### config.mk
export PLATFORM = sky130hd
export DESIGN_NAME = crypto_stage_seq
export DESIGN_NICKNAME = d
export VERILOG_FILES = /design/src/rtl/crypto_stage_seq.sv
export SDC_FILE = /design/constraint.sdc
export NUM_CORES = 1
export LEC_CHECK = 0
export ABC_AREA = 1
export CORE_MARGIN = 4
export CORE_UTILIZATION = 40
export CTS_CLUSTER_SIZE = 20
export DETAILED_ROUTE_END_ITERATION = 12
export PLACE_DENSITY = 0.72
export REMOVE_ABC_BUFFERS = 1
export SETUP_SLACK_MARGIN = 0.2
export SLEW_MARGIN = 20
export SYNTH_ARGS = -nofsm -noshare
export SYNTH_HDL_FRONTEND = slang
export SYNTH_SLANG_ARGS = --single-unit
export TNS_END_PERCENT = 5
### constraint.sdc
create_clock -name clk -period 1.4 [get_ports clk]
set_clock_uncertainty 0.2 [all_clocks]
set_input_delay 0.21 -clock clk [delete_from_list [all_inputs] [get_ports clk]]
set_output_delay 0.21 -clock clk [all_outputs]
set_load 0.03 [all_outputs]
### src/rtl/crypto_stage_seq.sv
// crypto_stage_seq: single-job sequencer for the two-stage crypto pipeline.
// Accepts a job over valid/ready, pulses stage-1 load and start, waits for the
// stage-1 and stage-2 done flags under an optional watchdog, then returns the
// captured result over valid/ready together with a job count and error flag.
module crypto_stage_seq #(
    parameter int DATA_W  = 16,
    parameter int KEY_W   = 5,
    parameter int TIMEOUT = 255,
    parameter int CNT_W   = 8
) (
    input  logic              clk,
    input  logic              rst,
    input  logic              req_valid,
    output logic              req_ready,
    input  logic [DATA_W-1:0] req_data,
    input  logic [KEY_W-1:0]  req_key,
    output logic [DATA_W-1:0] stg_data,
    output logic [KEY_W-1:0]  stg_key,
    output logic              stg_ld,
    output logic              stg_start,
    input  logic              stg1_done,
    input  logic              stg2_done,
    input  logic [DATA_W-1:0] res_in,
    output logic              res_valid,
    input  logic              res_ready,
    output logic [DATA_W-1:0] res_data,
    output logic              busy,
    output logic              timeout_err,
    output logic [CNT_W-1:0]  job_cnt
);

    // Timer wide enough to hold TIMEOUT; at least one bit so the logic stays legal
    // when the watchdog is disabled.
    localparam int               TMR_W    = (TIMEOUT > 1) ? $clog2(TIMEOUT + 1) : 1;
    localparam logic [TMR_W-1:0] TMR_LOAD = TMR_W'(TIMEOUT);
    localparam logic [TMR_W-1:0] TMR_ONE  = TMR_W'(32'd1);
    localparam logic [TMR_W-1:0] TMR_ZERO = TMR_W'(32'd0);
    localparam logic [CNT_W-1:0] CNT_ONE  = CNT_W'(32'd1);
    localparam bit               WDOG_EN  = (TIMEOUT != 0);

    typedef enum logic [2:0] {
        IDLE  = 3'd0,
        LOAD  = 3'd1,
        START = 3'd2,
        WAIT1 = 3'd3,
        WAIT2 = 3'd4,
        OUT   = 3'd5,
        ERR   = 3'd6
    } state_t;

    state_t              state_q, state_d;
    logic [TMR_W-1:0]    timer_q, timer_d;
    logic [DATA_W-1:0]   stg_data_q, stg_data_d;
    logic [KEY_W-1:0]    stg_key_q, stg_key_d;
    logic [DATA_W-1:0]   res_data_q, res_data_d;
    logic [CNT_W-1:0]    job_cnt_q, job_cnt_d;
    logic                err_q, err_d;
    logic                req_ready_q;
    logic                busy_q;
    logic                ld_q;
    logic                start_q;
    logic                res_valid_q;

    // Next-state, datapath capture, watchdog and counter update.
    always_comb begin
        state_d    = state_q;
        timer_d    = timer_q;
        stg_data_d = stg_data_q;
        stg_key_d  = stg_key_q;
        res_data_d = res_data_q;
        job_cnt_d  = job_cnt_q;
        err_d      = err_q;
        case (state_q)
            IDLE: begin
                // req_ready is high throughout IDLE, so valid alone completes the handshake.
                if (req_valid) begin
                    stg_data_d = req_data;
                    stg_key_d  = req_key;
                    err_d      = 1'b0;
                    state_d    = LOAD;
                end else begin
                    state_d = IDLE;
                end
            end
            LOAD: begin
                state_d = START;
            end
            START: begin
                timer_d = TMR_LOAD;
                state_d = WAIT1;
            end
            WAIT1: begin
                // Done is checked first so a flag arriving on the last timer tick wins.
                if (stg1_done) begin
                    timer_d = TMR_LOAD;
                    state_d = WAIT2;
                end else if (WDOG_EN && (timer_q == TMR_ZERO)) begin
                    state_d = ERR;
                end else if (timer_q != TMR_ZERO) begin
                    timer_d = timer_q - TMR_ONE;
                end else begin
                    timer_d = timer_q;
                end
            end
            WAIT2: begin
                if (stg2_done) begin
                    res_data_d = res_in;
                    state_d    = OUT;
                end else if (WDOG_EN && (timer_q == TMR_ZERO)) begin
                    state_d = ERR;
                end else if (timer_q != TMR_ZERO) begin
                    timer_d = timer_q - TMR_ONE;
                end else begin
                    timer_d = timer_q;
                end
            end
            OUT: begin
                if (res_ready) begin
                    job_cnt_d = job_cnt_q + CNT_ONE;
                    state_d   = IDLE;
                end else begin
                    state_d = OUT;
                end
            end
            ERR: begin
                err_d   = 1'b1;
                state_d = IDLE;
            end
            default: begin
                state_d = IDLE;
            end
        endcase
    end

    // State and datapath registers; handshake/pulse outputs are decoded from the
    // next state so they are registered yet line up with the state they describe.
    always_ff @(posedge clk) begin
        if (rst) begin
            state_q     <= IDLE;
            timer_q     <= TMR_ZERO;
            stg_data_q  <= {DATA_W{1'b0}};
            stg_key_q   <= {KEY_W{1'b0}};
            res_data_q  <= {DATA_W{1'b0}};
            job_cnt_q   <= {CNT_W{1'b0}};
            err_q       <= 1'b0;
            req_ready_q <= 1'b1;
            busy_q      <= 1'b0;
            ld_q        <= 1'b0;
            start_q     <= 1'b0;
            res_valid_q <= 1'b0;
        end else begin
            state_q     <= state_d;
            timer_q     <= timer_d;
            stg_data_q  <= stg_data_d;
            stg_key_q   <= stg_key_d;
            res_data_q  <= res_data_d;
            job_cnt_q   <= job_cnt_d;
            err_q       <= err_d;
            req_ready_q <= (state_d == IDLE);
            busy_q      <= (state_d != IDLE);
            ld_q        <= (state_d == LOAD);
            start_q     <= (state_d == START);
            res_valid_q <= (state_d == OUT);
        end
    end

    assign req_ready   = req_ready_q;
    assign busy        = busy_q;
    assign stg_ld      = ld_q;
    assign stg_start   = start_q;
    assign res_valid   = res_valid_q;
    assign stg_data    = stg_data_q;
    assign stg_key     = stg_key_q;
    assign res_data    = res_data_q;
    assign job_cnt     = job_cnt_q;
    assign timeout_err = err_q;

endmodule
Yosys cells after proc, flatten, opt, wreduce, memory -nomap -nowiden:

Cells that the tools add are included.

* word-level logic and storage cells: 50
* bits in registers: 62
* output and inout bits: 51

* multiplexer cells: 13
* $add $sub $neg: 2
* reductions and logical operators: 12
* eq/ne operators: 11

Operator list (number)
* 8-bit 2-to-1 mux: 4
* 8-bit case mux with 3 select lines: 1
* 3-bit case mux with 6 select lines: 1
* 3-bit == test (second input constant): 4
* 3-bit 2-to-1 mux: 4
* 2-bit AND reduction: 5
* 3-bit by 2-bit == test with 1-bit output (second input constant): 3
* 8-bit by 1-bit adder with 8-bit output (second input constant): 1
* 8-bit zero test: 1
* 8-bit nonzero test: 1
* 8-bit by 1-bit subtractor with 8-bit output (second input constant): 1
* 3-bit by 1-bit == test with 1-bit output (second input constant): 2
* 3-bit zero test: 2
* 3-bit nonzero test: 2
* 2-bit != test (second input constant): 2
* 1-bit 2-to-1 mux: 2
* 1-bit case mux with 2 select lines: 1
* 2-bit nonzero test: 1

Depth between registers and ports, before layout:

Gate-level depths: netlist of the first run.

* word-level depth: 5
* depth in mapped cells: 11

Worst setup path before layout of the first run:

Ideal clock, no wire load.

* path kind: reg-to-reg
* start point: register job_cnt_q[1], in the netlist job_cnt[1]
* end point: register job_cnt_q[6], in the netlist job_cnt[6]
* setup slack: -0.226 ns
* arrival: 1.313 ns
* stages on the path, launching flop included: 9
* period minus slack after synthesis: 1.626 ns
* data required time: 1.087 ns
* path through: dfxtp_1 > ha_1 > nand3_1 > nor2_2 > nand2_1 > nor2_1 > nand2_1 > nand2_1 > nor2_1

* word-level cells in the longest chain between the ends: 1

Ends and longest elaborated chain
* from (decl): RTL line 56 `logic [CNT_W-1:0] job_cnt_q, job_cnt_d;`
* from (signal assigned): RTL line 144 `job_cnt_q <= {CNT_W{1'b0}};`
* from (signal assigned): RTL line 157 `job_cnt_q <= job_cnt_d;`
* 8-bit by 1-bit adder with 8-bit output: RTL line 119 `job_cnt_d = job_cnt_q + CNT_ONE;`

No other way between the ends.
A chain may end at the register's enable or synchronous reset.

Worst setup path after layout of the first run:

* start point: register timer_q[0]
* end point: register timer_q[5]

* word-level cells in the longest chain between the ends: 5
* elaborated cells between the ends (all ways): 8
* those cells by class: 1 x add/sub; 5 x mux; 2 x reduce/logical

Ends and longest elaborated chain
* from (decl): RTL line 52 `logic [TMR_W-1:0] timer_q, timer_d;`
* from (signal assigned): RTL line 153 `timer_q <= timer_d;`
* 8-bit by 1-bit subtractor with 8-bit output / 8-bit nonzero test (equally long branches)
* 8-bit 2-to-1 mux: RTL line 99, 111
* 8-bit 2-to-1 mux (*): RTL line 97 `end else if (WDOG_EN && (timer_q == TMR_ZERO)) begin`
* 8-bit 2-to-1 mux (on tied branches): RTL line 106, 94
* 8-bit case mux with 3 select lines (*): RTL line 73 `case (state_q)`

Mark *: on every way between the ends. The rest lies on a longest branch, timed or not. The select of a mux whose other input is x is not followed.

==> reports/qor.txt, run 1 <==
Fin. Hold Viols - 0
Vias in the first global route - 2,618
DIE AREA - 0.008025 sq mm
Slowest stage delay, CP - 340 ps
Largest family of logic cells by synthesized area - simple AND/OR/NAND/NOR gates
Worst Path Required - 1490 ps
Cell Count, Final, Fillers Out - 562
Mux cell area share after synthesis - 0
Worst Hold Depth - 2
Largest net degree at the start of global routing - 45
Yosys warns - 0
Crit-path max FO - 8
Cell mode on critical path - nand2_1
Critical path class - flop to flop
H-tree Lvls - 3
GRT Util Overall - 0.1824
Post-DRT Antenna Nets - 0
Clk buf depth - 2
Period minus WS final - 1468 ps
Synthesized-area fraction occupied by adder cells - 0.01410
Site Rows - 29
TritonCTS Buffers - 9
Layout cell share with drive strength beyond 1 - 0.3856
Initial Utilization - 0.4146
Finished Cell Area - 0.004463 sq mm
Placer Congestion - 0.8520
Int Pwr - 4.525 mW
Post-synthesis xor/xnor area fraction - 0.01316
Critical-path cell list - inv_2 -> ha_4 -> nand3_2 -> nor2_4 -> buf_12 -> nor2_8 -> nand2_1 -> nand3_1 -> nand2_1 -> inv_1
Register area share after synthesis - 0.4662
Vias per cell - 4.685
Initial antenna violation count - 0
Worst slew margin - 0.7968
DP Area - 0.003836 sq mm
CP max stage cell - dfxtp_2
Ant. Diodes - 0
Total congestion overflow - 0
Setup ws final - -67.96 ps
Net Sw Frac - 0.3278
Period Utilization, post-route - 1.049
Worst setup SP type - flop
Async SR Flop Fraction - 0
Comb power frac - 0.379
DIE HEIGHT - 89.59 um
Lkg Pwr - 1.959 nW
FF+latch count, synth - 62
Nets - 526
Synthesis-to-finish area growth - 67.62%
Most frequent cells in the layout - inv_1, nand2_1, a21oi_1
Maximum vdd drop - 855.4 uV
Count of cell types in the netlist - 30
Status - finished, violations left
Fmax - 681.2 MHz
DR vias - 2,633
Clock Sinks - 62
Max-slew violations - 0
Port Buffers - 93
Crit. End Element - flop
DRC - 0
Worst-Margin Slew - 304.5 ps
Complex-gate fraction of the synthesized area - 0.1875
Drt total wl - 7029 um
Final setup violation count - 24
Simple-gate portion of the synthesized area - 0.2021
Iter 0 DRT Violations - 119
Placed cells - 543
Clock-pin slew on the worst setup and hold paths - 70 ps
# IOs - 94
Commonest non-fill, non-tap cell in the layout - inv_1
Sw Pwr - 2.206 mW
DRT Pass-1 Iters - 4
Ys flop type - dfxtp_1
Clk pwr share - 0.297
Max cap viols - 0
Reg2reg path depth - 10
WP data arrival - 1550 ps
Power density over cell area - 1508 mW/mm^2
Post-CTS Hold Fix Bufs - 0
Core footprint - 0.006422 sq mm
Global-route wire length before repair - 11,450 um
Chip width - 89.59 um
Flop pwr share - 0.324
Post-Syn Area - 0.002663 sq mm
Post-synth EDFFs - 0
Worst hold path type - flop to flop
Wire length per cell - 12.51 um
Failing checks - setup timing
DP HPWL - 4876 um
Root Buffer - clkbuf_8
Syn Inst Count - 354
CTS tree - done
Unrepaired setup endpoints after global routing - true
Clock latency on the worst-skew pair - 340 ps
Syn Area/Cell - 7.521 sq um
logic make-up after synthesis:
family                     after synthesis
and+or+nand+nor                        108
AOI/OAI and AO/OA                       98
buffers and inverters                   79
DFF                                     62
xor gates and xnor gates                 4
adders and majority gates                3
routing by layer:
layer  GRT usage  vias to the layer above  routed length (um)
li1            -                     1373                   -
met1      0.2240                     1179                2985
met2      0.2979                       71                3468
met3     0.05383                       10                 485
met4     0.07578                        0                  89
met5           0                        -                   0
worst max-delay path, delay by kind of cell, from the launching register on:
kind	cells	cell delay, ps
and+or+nand+nor	6	500
adders and majority gates	1	160
DFF	1	340
buffers and inverters	3	210
flip-flops by register name (all words and copies together), names as in the netlist:
register,cells
res_data,16
state_q,3
timeout_err,1
stg_key,5
busy,1
stg_data,16
req_ready,1
stg_ld,1
res_valid,1
job_cnt,8
stg_start,1
timer_q,8
final timing paths:
path,end,slack (ps),startpoint
max,timer_q[5]$_SDFFE_PP0P_,-70,timer_q[0]$_SDFFE_PP0P_
min,stg_data[1]$_SDFFE_PP0P_,250,stg_data[1]$_SDFFE_PP0P_
max reg2reg,timer_q[5]$_SDFFE_PP0P_,-70,timer_q[0]$_SDFFE_PP0P_
min reg2reg,stg_data[1]$_SDFFE_PP0P_,250,stg_data[1]$_SDFFE_PP0P_
final cells by class:
type	instances	area, sq um
Clock inverter	5	103.9
Timing Repair Buffer	130	1373
Fill cell	526	1959
Sequential cell	62	1290
Inverter	64	242.7
Tap cell	77	96.34
Clock buffer	11	151.4
Multi-Input combinational cell	213	1206
power by group through the flow:
stage / Sequential, mW / Clock (mW) / Combinational [mW]
2_1_floorplan: 2.40 / 0 / 0.981
3_3_place_gp: 2.15 / 0 / 2.24
3_5_place_dp: 2.15 / 0 / 2.28
4_1_cts: 2.17 / 2.03 / 2.49
5_1_grt: 2.21 / 2.13 / 2.79
6_report: 2.18 / 2.00 / 2.55
synth_stat cells, types with 4 or more instances:
| library cell | number | share of area |
|---|---|---|
| inv_1 | 58 | 0.082 |
| nand3_2 | 4 | 0.015 |
| a21oi_1 | 54 | 0.10 |
| clkbuf_1 | 10 | 0.014 |
| nand2_2 | 4 | 0.0094 |
| nor2_1 | 19 | 0.027 |
| o21ai_0 | 41 | 0.077 |
| nand3_1 | 15 | 0.028 |
| dfxtp_1 | 62 | 0.47 |
| nand2_1 | 54 | 0.076 |
| inv_2 | 6 | 0.0085 |
repair_timing:
item                       CTS  global route
setup buffers                2             1
setup endpoints to repair  112           112
pin swaps                   19             7
gates cloned                 0             0
resized for setup          111            27
through the flow:
stage / util / hold WS (ps) / total power [mW] / setup TNS [ps] / setup slack (ps)
global route: 0.6949 / 262.6 / 7.132 / -4169 / -168.1
detailed placement: 0.5973 / 235.5 / 4.427 / -12190 / -322.5
finish: 0.6949 / 249.2 / 6.732 / -703.6 / -67.96
floorplan: - / 72.44 / 3.380 / -13800 / -403.4
CTS: 0.6848 / 245.3 / 6.695 / -1010 / -67.01
global placement: 0.5973 / 230.4 / 4.388 / -11170 / -271.8
No activity file was read; power rests on OpenSTA's default activity.
==> run 2: changes to the inputs <==
Settings changed: ABC_AREA 1 to not set, PLACE_DENSITY 0.72 to 0.73.
==> reports/qor.txt, run 2 <==
Ys flop type - dfxtp_1
Root Buffer - clkbuf_8
Area contributors post-synth - dfxtp_1, nand2_1, a21oi_1
Chip width - 88.43 um (-1.3%)
Core Util, Final - 0.6958 (+0.0008840)
CP bufs+invs - 2 (-1)
Vias in the first global route - 2,484 (-5.1%)
Worst hold path type - primary input to flop
Initial antenna violation count - 0 (unchanged)
Cell taking the most area after synthesis - dfxtp_1
Failing checks - setup timing
Status - finished, violations left
Clock Sinks - 62 (unchanged)
Count of cell types in the netlist - 51 (+70%)
Worst-Margin Slew - 364.2 ps (+59.71 ps)
Worst slew margin - 0.7566 (-0.04022)
Slowest stage delay, CP - 380 ps (+40 ps)
Core footprint - 0.006314 sq mm (-1.7%)
Post-synth EDFFs - 0 (unchanged)
Largest net degree at the start of global routing - 22 (-51%)
Crit-path max FO - 5 (-3)
Clk buf depth - 2 (unchanged)
Max cap viols - 0 (unchanged)
FF+latch count, synth - 62 (unchanged)
Fmax - 534.7 MHz (-22%)
Critical path's top delay family - compound AO/OA/AOI/OAI gates
TritonCTS Buffers - 9 (unchanged)
Fin. Hold Viols - 0 (unchanged)
Yosys warns - 0 (unchanged)
Setup ws final - -470.2 ps (-402.2 ps)
WHS - 46.83 ps (-202.4 ps)
Post-CTS Hold Fix Bufs - 0 (unchanged)
Port Buffers - 93 (unchanged)
Placed cells - 503 (-7.4%)
Vias per cell - 5.021 (+7.2%)
Layout cell share with drive strength beyond 1 - 0.3717 (-0.01389)
DP HPWL - 4971 um (+1.9%)
Maximum vdd drop - 749.7 uV (-12%)
Clock latency on the worst-skew pair - 340 ps (about the same)
Site Rows - 29 (unchanged)
H-tree Lvls - 3 (unchanged)
Ant. Diodes - 0 (unchanged)
Register area share after synthesis - 0.4797 (+0.01353)
Nets - 493 (-6.3%)
Period minus WS final - 1870 ps (+402.2 ps)
Post-Syn Area - 0.002587 sq mm (-2.8%)
Post-synth top area share - 0.4797 (+0.01353)
Setup Slack @ Placement - -746.3 ps (-423.8 ps)
Placer Congestion - 0.8500 (-0.23%)
Async SR Flop Fraction - 0 (unchanged)
DRT Pass-1 Iters - 4 (unchanged)
Cell Count, Final, Fillers Out - 529 (-5.9%)
Worst setup SP type - flop
Syn Inst Count - 308 (-13%)
Commonest non-fill, non-tap cell in the layout - nand2_1
Lkg Pwr - 1.730 nW (-12%)
CP max stage cell - o311a_4
DRC - 0 (unchanged)
Clock-pin slew on the worst setup and hold paths - 70 ps (about the same)
Unrepaired setup endpoints after global routing - true
# IOs - 94 (unchanged)
Global-route wire length before repair - 11,340 um (-0.97%)
Crit. End Element - flop
Critical-path cell list - inv_2 -> ha_4 -> nor3b_4 -> buf_6 -> nand2_4 -> o311a_4 -> o221a_1
DIE AREA - 0.007820 sq mm (-2.6%)
Fill cells - 486 (-7.6%)
WP data arrival - 1910 ps (+360 ps)
Synthesis-to-finish area growth - 69.78%
Count leader, synth - nand2_1
Post-DRT Antenna Nets - 0 (unchanged)
DR vias - 2,656 (+0.87%)
Syn Area/Cell - 8.401 sq um (+12%)
Max-slew violations - 0 (unchanged)
GRT Util Overall - 0.1830 (+0.0005909)
Drt total wl - 7273 um (+3.5%)
Iter 0 DRT Violations - 97 (-18%)
DIE HEIGHT - 88.43 um (-1.3%)
Total congestion overflow - 0 (unchanged)
Final setup violation count - 60 (+150%)
Wire length per cell - 13.75 um (+9.9%)
Worst Path Required - 1440 ps (-50 ps)
Most frequent cells in the layout - nand2_1, buf_4, dfxtp_1, buf_6, clkdlybuf4s50_1
Period Utilization, post-route - 1.336 (+0.2873)
Critical path class - flop to flop
Synth top cells by count - nand2_1, dfxtp_1, a21oi_1
Power density over cell area - 1296 mW/mm^2 (-14%)
CTS tree - done
Initial Utilization - 0.4098 (-0.004743)
==> run 2: cell types whose count changed after synthesis, moves of 5 or more <==
cell / previous run / this run
inv_1: 58 / 8
inv_2: 6 / 0
nor3_1: 1 / 7
nand3_1: 15 / 1
a21oi_1: 54 / 46
o21ai_0: 41 / 5
nand2_1: 54 / 85
a31oi_1: 0 / 5
==> run 2: cell type report <==
| cell class | instances | area, sq um | area share |
|---|---|---|---|
| inverters | 8 | 30.03 | 0.006836 |
| repair buffers | 147 | 1420 | 0.3233 |
| well taps | 77 | 96.34 | 0.02193 |
| flip-flops and latches | 62 | 1265 | 0.2880 |
| clock buffers | 10 | 137.6 | 0.03133 |
| clock inverters | 6 | 70.07 | 0.01595 |
| multi-input cells | 219 | 1374 | 0.3127 |
==> run 2: cell families (layout without fill, tap and decap cells) <==
| kind of cell | Yosys count | after routing | share of synthesized area |
|---|---|---|---|
| AO/OA/AOI/OAI | 72 | 72 | 0.1746 |
| XOR/XNOR | 7 | 7 | 0.02369 |
| adder cells (fa/ha/maj) | 3 | 3 | 0.01451 |
| buffers and inverters | 27 | 171 | 0.04497 |
| flip-flops | 62 | 62 | 0.4797 |
| multiplexers | 2 | 2 | 0.008220 |
| AND/OR/NAND/NOR | 135 | 135 | 0.2544 |
==> run 2: worst min-delay path, cell delays in order <==
cell,delay [ps]
buf_2,160
a21o_1,140
nor2_1,50
==> run 2: path summary, 6_finish.rpt <==
| kind | from | end | slack (ps) | cells past startpoint |
|---|---|---|---|---|
| max | timer_q[0]$_SDFFE_PP0P_ | req_ready$_SDFF_PP1_ | -470 | 7 |
| min | rst | state_q[1]$_SDFF_PP0_ | 50 | 3 |
| max reg2reg | timer_q[0]$_SDFFE_PP0P_ | req_ready$_SDFF_PP1_ | -470 | 7 |
| min reg2reg | res_data[4]$_SDFFE_PP0P_ | res_data[4]$_SDFFE_PP0P_ | 270 | 2 |
==> run 2: report_power, final <==
| group | switching (mW) | total (mW) | internal, mW |
|---|---|---|---|
| registers | 0.126 | 2.05 | 1.92 |
| clock network | 0.768 | 1.65 | 0.879 |
| logic | 0.931 | 2.00 | 1.07 |
==> run 2: routing by layer <==
| metal | vias up | part of all wire | track usage |
|---|---|---|---|
| met5 | - | 0 | 0 |
| met4 | 0 | 0.022 | 0.07418 |
| met3 | 18 | 0.059 | 0.04376 |
| met1 | 1230 | 0.44 | 0.2351 |
| met2 | 78 | 0.48 | 0.2957 |
| li1 | 1330 | - | - |
==> run 2: through the flow <==
step	power (mW)	setup TNS, ps	cell area (sq um)
final	5.693	-11390	4393
after global routing	5.950	-16190	4393
after CTS	5.494	-10780	4263
after detailed placement	3.578	-29410	3751
after global placement	3.543	-28240	3751
after floorplan	2.847	-25030	2501
==> run 2: timing repair <==
item	4_1_cts	5_1_grt
gates cloned	0	0
pin swaps	10	15
setup endpoints to repair	113	113
gates resized for setup	77	23
setup buffers	4	6
